## src/rtl/ysyx_rnu_ctrl.sv

```systemverilog
// Rename-stage sequencer: allocates physical rd, updates speculative map,
// applies commits to the RAT and walks the free list after a flush.
`ifndef YSYX_PHY_LEN
`define YSYX_PHY_LEN 6
`endif
`ifndef YSYX_REG_LEN
`define YSYX_REG_LEN 5
`endif

module ysyx_rnu_ctrl #(
  parameter int PLEN = `YSYX_PHY_LEN,
  parameter int RLEN = `YSYX_REG_LEN
) (
  input  logic            clock,
  input  logic            reset,
  input  logic            in_valid,
  output logic            in_ready,
  input  logic            in_wen,
  input  logic [RLEN-1:0] in_rd,
  input  logic [RLEN-1:0] in_rs1,
  input  logic [RLEN-1:0] in_rs2,
  output logic            out_valid,
  input  logic            out_ready,
  output logic            out_wen,
  output logic [PLEN-1:0] out_prd,
  output logic [PLEN-1:0] out_prs1,
  output logic [PLEN-1:0] out_prs2,
  output logic [PLEN-1:0] out_prd_old,
  input  logic            cmt_valid,
  input  logic            cmt_wen,
  input  logic [RLEN-1:0] cmt_rd,
  input  logic [PLEN-1:0] cmt_prd,
  input  logic [PLEN-1:0] cmt_prd_old,
  input  logic            flush,
  output logic            busy,
  output logic            fl_flush_pipe,
  output logic [RLEN-1:0] fl_flush_rd,
  output logic            fl_alloc_req,
  input  logic [PLEN-1:0] fl_alloc_pr,
  input  logic            fl_alloc_empty,
  output logic            fl_dealloc_req,
  output logic [PLEN-1:0] fl_dealloc_pr,
  output logic            mt_flush_pipe,
  output logic            mt_map_wen,
  output logic [RLEN-1:0] mt_map_waddr,
  output logic [PLEN-1:0] mt_map_wdata,
  output logic [RLEN-1:0] mt_map_raddr_a,
  output logic [RLEN-1:0] mt_map_raddr_b,
  output logic [RLEN-1:0] mt_map_raddr_c,
  input  logic [PLEN-1:0] mt_map_rdata_a,
  input  logic [PLEN-1:0] mt_map_rdata_b,
  input  logic [PLEN-1:0] mt_map_rdata_c,
  output logic            mt_rat_wen,
  output logic [RLEN-1:0] mt_rat_waddr,
  output logic [PLEN-1:0] mt_rat_wdata
);

  // state   | meaning
  // RUN     | rename one instruction per cycle, apply commits
  // RECOVER | walk the free list over x1 .. x(2^RLEN-1) after a flush
  localparam logic [0:0] S_RUN     = 1'b0;
  localparam logic [0:0] S_RECOVER = 1'b1;

  logic [0:0]      state;
  logic [RLEN-1:0] walk_cnt;
  logic            run;
  logic            need_alloc;
  logic            fire;
  logic            cmt_ok;

  assign run        = (state == S_RUN);
  assign need_alloc = in_wen && (in_rd != '0);
  assign in_ready   = run && !flush && (!out_valid || out_ready)
                      && !(need_alloc && fl_alloc_empty);
  assign fire       = in_valid && in_ready;

  assign mt_map_raddr_a = in_rs1;
  assign mt_map_raddr_b = in_rs2;
  assign mt_map_raddr_c = in_rd;

  assign fl_alloc_req = fire && need_alloc;
  assign mt_map_wen   = fire && need_alloc;
  assign mt_map_waddr = in_rd;
  assign mt_map_wdata = fl_alloc_pr;

  // Commits are only legal in RUN; the flush cycle itself is still RUN.
  assign cmt_ok         = run && cmt_valid && cmt_wen && (cmt_rd != '0);
  assign mt_rat_wen     = cmt_ok;
  assign mt_rat_waddr   = cmt_rd;
  assign mt_rat_wdata   = cmt_prd;
  assign fl_dealloc_req = cmt_ok;
  assign fl_dealloc_pr  = cmt_prd_old;

  assign mt_flush_pipe = flush;
  assign busy          = !run;
  assign fl_flush_pipe = !run;
  assign fl_flush_rd   = walk_cnt;

  always_ff @(posedge clock) begin
    if (!reset) begin
      state    <= S_RUN;
      walk_cnt <= '0;
    end else if (flush) begin
      state    <= S_RECOVER;
      walk_cnt <= RLEN'(1);
    end else if (state == S_RECOVER) begin
      if (walk_cnt == {RLEN{1'b1}}) begin
        state    <= S_RUN;
        walk_cnt <= '0;
      end else begin
        walk_cnt <= walk_cnt + RLEN'(1);
      end
    end
  end

  always_ff @(posedge clock) begin
    if (!reset || flush) begin
      out_valid   <= 1'b0;
      out_wen     <= 1'b0;
      out_prd     <= '0;
      out_prs1    <= '0;
      out_prs2    <= '0;
      out_prd_old <= '0;
    end else if (fire) begin
      out_valid   <= 1'b1;
      out_wen     <= need_alloc;
      out_prd     <= need_alloc ? fl_alloc_pr : '0;
      out_prs1    <= mt_map_rdata_a;
      out_prs2    <= mt_map_rdata_b;
      out_prd_old <= mt_map_rdata_c;
    end else if (out_ready) begin
      out_valid   <= 1'b0;
      out_wen     <= 1'b0;
      out_prd     <= '0;
      out_prs1    <= '0;
      out_prs2    <= '0;
      out_prd_old <= '0;
    end
  end

  a_no_cmt_in_recover: assert property (@(posedge clock) disable iff (!reset)
    (state == S_RECOVER) |-> !cmt_valid);

endmodule

```

## config.mk

```make
export PLATFORM = sky130hd
export DESIGN_NAME = ysyx_rnu_ctrl
export DESIGN_NICKNAME = d
export VERILOG_FILES = /design/src/rtl/ysyx_rnu_ctrl.sv
export SDC_FILE = /design/constraint.sdc
export NUM_CORES = 1
export LEC_CHECK = 0
export ABC_AREA = 1
export BUFFER_PORTS_ARGS = -buffer_cell sky130_fd_sc_hd__buf_4
export CORE_MARGIN = 2
export CORE_UTILIZATION = 44
export DETAILED_ROUTE_END_ITERATION = 10
export HOLD_SLACK_MARGIN = 0.08
export PLACE_DENSITY = 0.92
export SYNTH_ARGS = -nofsm -noshare
export SYNTH_HDL_FRONTEND = slang
export SYNTH_SLANG_ARGS = --single-unit
```

## constraint.sdc

```tcl
create_clock -name clock -period 2.7 [get_ports clock]
set_input_delay 0.54 -clock clock [delete_from_list [all_inputs] [get_ports clock]]
set_output_delay 0.54 -clock clock [all_outputs]
set_load 0.005 [all_outputs]
```

==> results by group <==
Run status
  • Status: completed

GRT
  • Grt ovf: 0
  • Vias in the first global route: 1754
  • GRT Util Overall: 18.8%
  • Initial antenna violation count: 0
  • First-pass GRT wire length: 7.72 mm
  • Largest net degree at the start of global routing: 31

Finish
  • Most frequent cells in the layout: buf_4, dfxtp_1, nand4_1, nand3_2, a21oi_2
  • Ratio of cells with drive above 1 in the final layout: 56.0%
  • Final nets: 348
  • Antenna fix cells: 0
  • Commonest non-fill, non-tap cell in the layout: buf_4
  • Area Growth Syn to Fin: 23.8%
  • Finished Layout Cells: 334

Route
  • WL/cell: 14.4 um
  • Pre-antenna DRT Iters: 4
  • First-iteration detailed-routing DRC count: 70
  • ANT nets after route: 0
  • Final wirelength: 4.80 mm
  • DRC violations left: 0
  • Vias per cell: 5.25
  • Via count: 1754

Worst setup path
  • Worst-path fanout max: 18
  • CP arrival: 1510 ps
  • R2r setup slk: 850 ps
  • CP endpoint kind: output port
  • Critical path type: flop to output port
  • CP Launch Type: flop
  • Worst Path Required: 2160 ps

Clocking
  • Clock tree sinks: 32
  • Hold Buf Count CTS: 0
  • CTS H-tree depth: 2
  • Clock Tree Buf Depth: 2
  • Cts repair resizes: 0
  • Root cell of the clock tree: clkbuf_8
  • Clock slew at reported path FFs: 60 ps
  • Post-CTS Setup Bufs: 0
  • Clock Latency Late Sink: 280 ps
  • CTS tree: done
  • CTS Buf Count: 5

Die
  • Die span in x: 71.4 um
  • Die footprint: 5100 um2
  • Num rows: 24
  • DIE HEIGHT: 71.4 um
  • Core area: 4350 um2
  • Initial Util: 45.9%
  • I/O pins: 147

Synthesis
  • Yosys warns: 0
  • Synth Instances: 230
  • Syn_area_per_cell: 8.70 um2
  • Mapped Area: 2000 um2
  • Number of synthesized register bits: 32
  • Mapped Nets: 297
  • Post-synth cell types: 23
  • Seq/Total Area, Yosys: 32.0%

Power
  • Total power: 1.06 mW
  • Power per cell area: 427 nW/um2
  • Leakage: 1.06 nW
  • Maximum vdd drop: 0.000221 V

Job
  • Max Cap Viol: 0

Timing
  • Max Slew Vio Count: 0
  • Final hold vios: 0
  • Final Critical Period: 2050 ps
  • Slew Limit Headroom: 70.9%
  • Least-Margin Pin Slew: 436 ps
  • Setup-violating endpoint count in the final report: 0
  • Skew final: 4.77 ps
  • Setup TNS: 0 ps
  • FMAX: 488 MHz
  • Final Cycle Share: 75.9%
  • Setup repair after global routing missed its margin: false

Placed design
  • Port bufs: 102
  • RePlAce Congestion: 0.755
  • Hpwl dp: 3.51 mm
  • Dpl cells: 326

Worst hold path
  • Tightest Hold Check Type: flop to flop
## power by group
part           total [mW]  switching [mW]  leakage, nW  internal, mW
logic               0.193          0.0975        0.751        0.0952
registers           0.487         0.00772        0.259         0.480
clock network       0.377           0.169       0.0455         0.208
## routing by layer
layer / vias up / track usage (%) / wire length [um]
li1: 846 / - / -
met1: 806 / 20.3 / 1850
met5: - / 0 / 0
met4: 0 / 10.5 / 117
met3: 15 / 3.94 / 401
met2: 87 / 34.1 / 2430
## cell usage after synthesis
cell type,count,area share [%]
a21oi_1,9,2.3
a21oi_2,20,8.8
a221oi_1,2,0.88
and3_4,1,0.56
buf_12,2,2.0
buf_2,5,1.3
buf_4,47,18
buf_6,1,0.56
clkbuf_1,5,0.94
clkbuf_8,2,1.4
dfxtp_1,32,32
ha_1,2,1.3
inv_1,15,2.8
inv_2,3,0.56
nand2_1,11,2.1
nand2_4,1,0.56
nand3_1,8,2.0
nand3_2,20,10
nand3_4,1,0.88
nand4_1,26,8.1
nor2_1,12,2.3
nor3_1,2,0.50
o21ai_0,3,0.75
## sequential cells by signal (all words and copies together), names as in the netlist
signal	count
out_prd	6
out_prd_old	6
out_prs1	6
out_prs2	6
fl_flush_rd	5
busy	1
out_valid	1
out_wen	1
## worst paths after layout
| path | start | endpoint | cells past startpoint |
|---|---|---|---|
| worst max-delay path | busy$_SDFF_PN0_ | mt_map_wen | 5 |
| worst min-delay path | out_prd_old[0]$_SDFFE_PP0P_ | out_prd_old[0]$_SDFFE_PP0P_ | 2 |
| worst max register to register | busy$_SDFF_PN0_ | out_prs2[1]$_SDFFE_PP0P_ | 6 |
| worst min register to register | out_prd_old[0]$_SDFFE_PP0P_ | out_prd_old[0]$_SDFFE_PP0P_ | 2 |
## stage by stage
stage	util, %	hold WS (ps)	instance area (um2)	worst slack (ps)
finish	56.9	474	2480	651
global route	56.9	496	2480	529
CTS	56.9	477	2480	635
detailed placement	54.8	467	2390	637
global placement	54.8	463	2390	666
floorplan	-	467	2000	870
## worst max-delay path, cell delays in order, from the launching register on
cell	delay, ps
dfxtp_1	370
inv_2	130
and3_4	330
nand4_1	170
inv_1	110
buf_4	110
## kinds of logic after synthesis
kind of cell | count (synthesis) | synth area share (%)
buffers and inverters | 80 | 27.1
adder cells (fa/ha/maj) | 2 | 1.25
AO/OA/AOI/OAI | 34 | 12.6
flip-flops | 32 | 32.0
AND/OR/NAND/NOR | 82 | 27.0
## final cells by class
type                       instances  area (um2)
fill                             382        1880
multi-input combinational        118         817
timing repair buffer             106         796
sequential                        32         641
clock buffer                       8        90.1
inverter                          18        67.6
tap                               52        65.1
(Power assumes the default switching activity.)
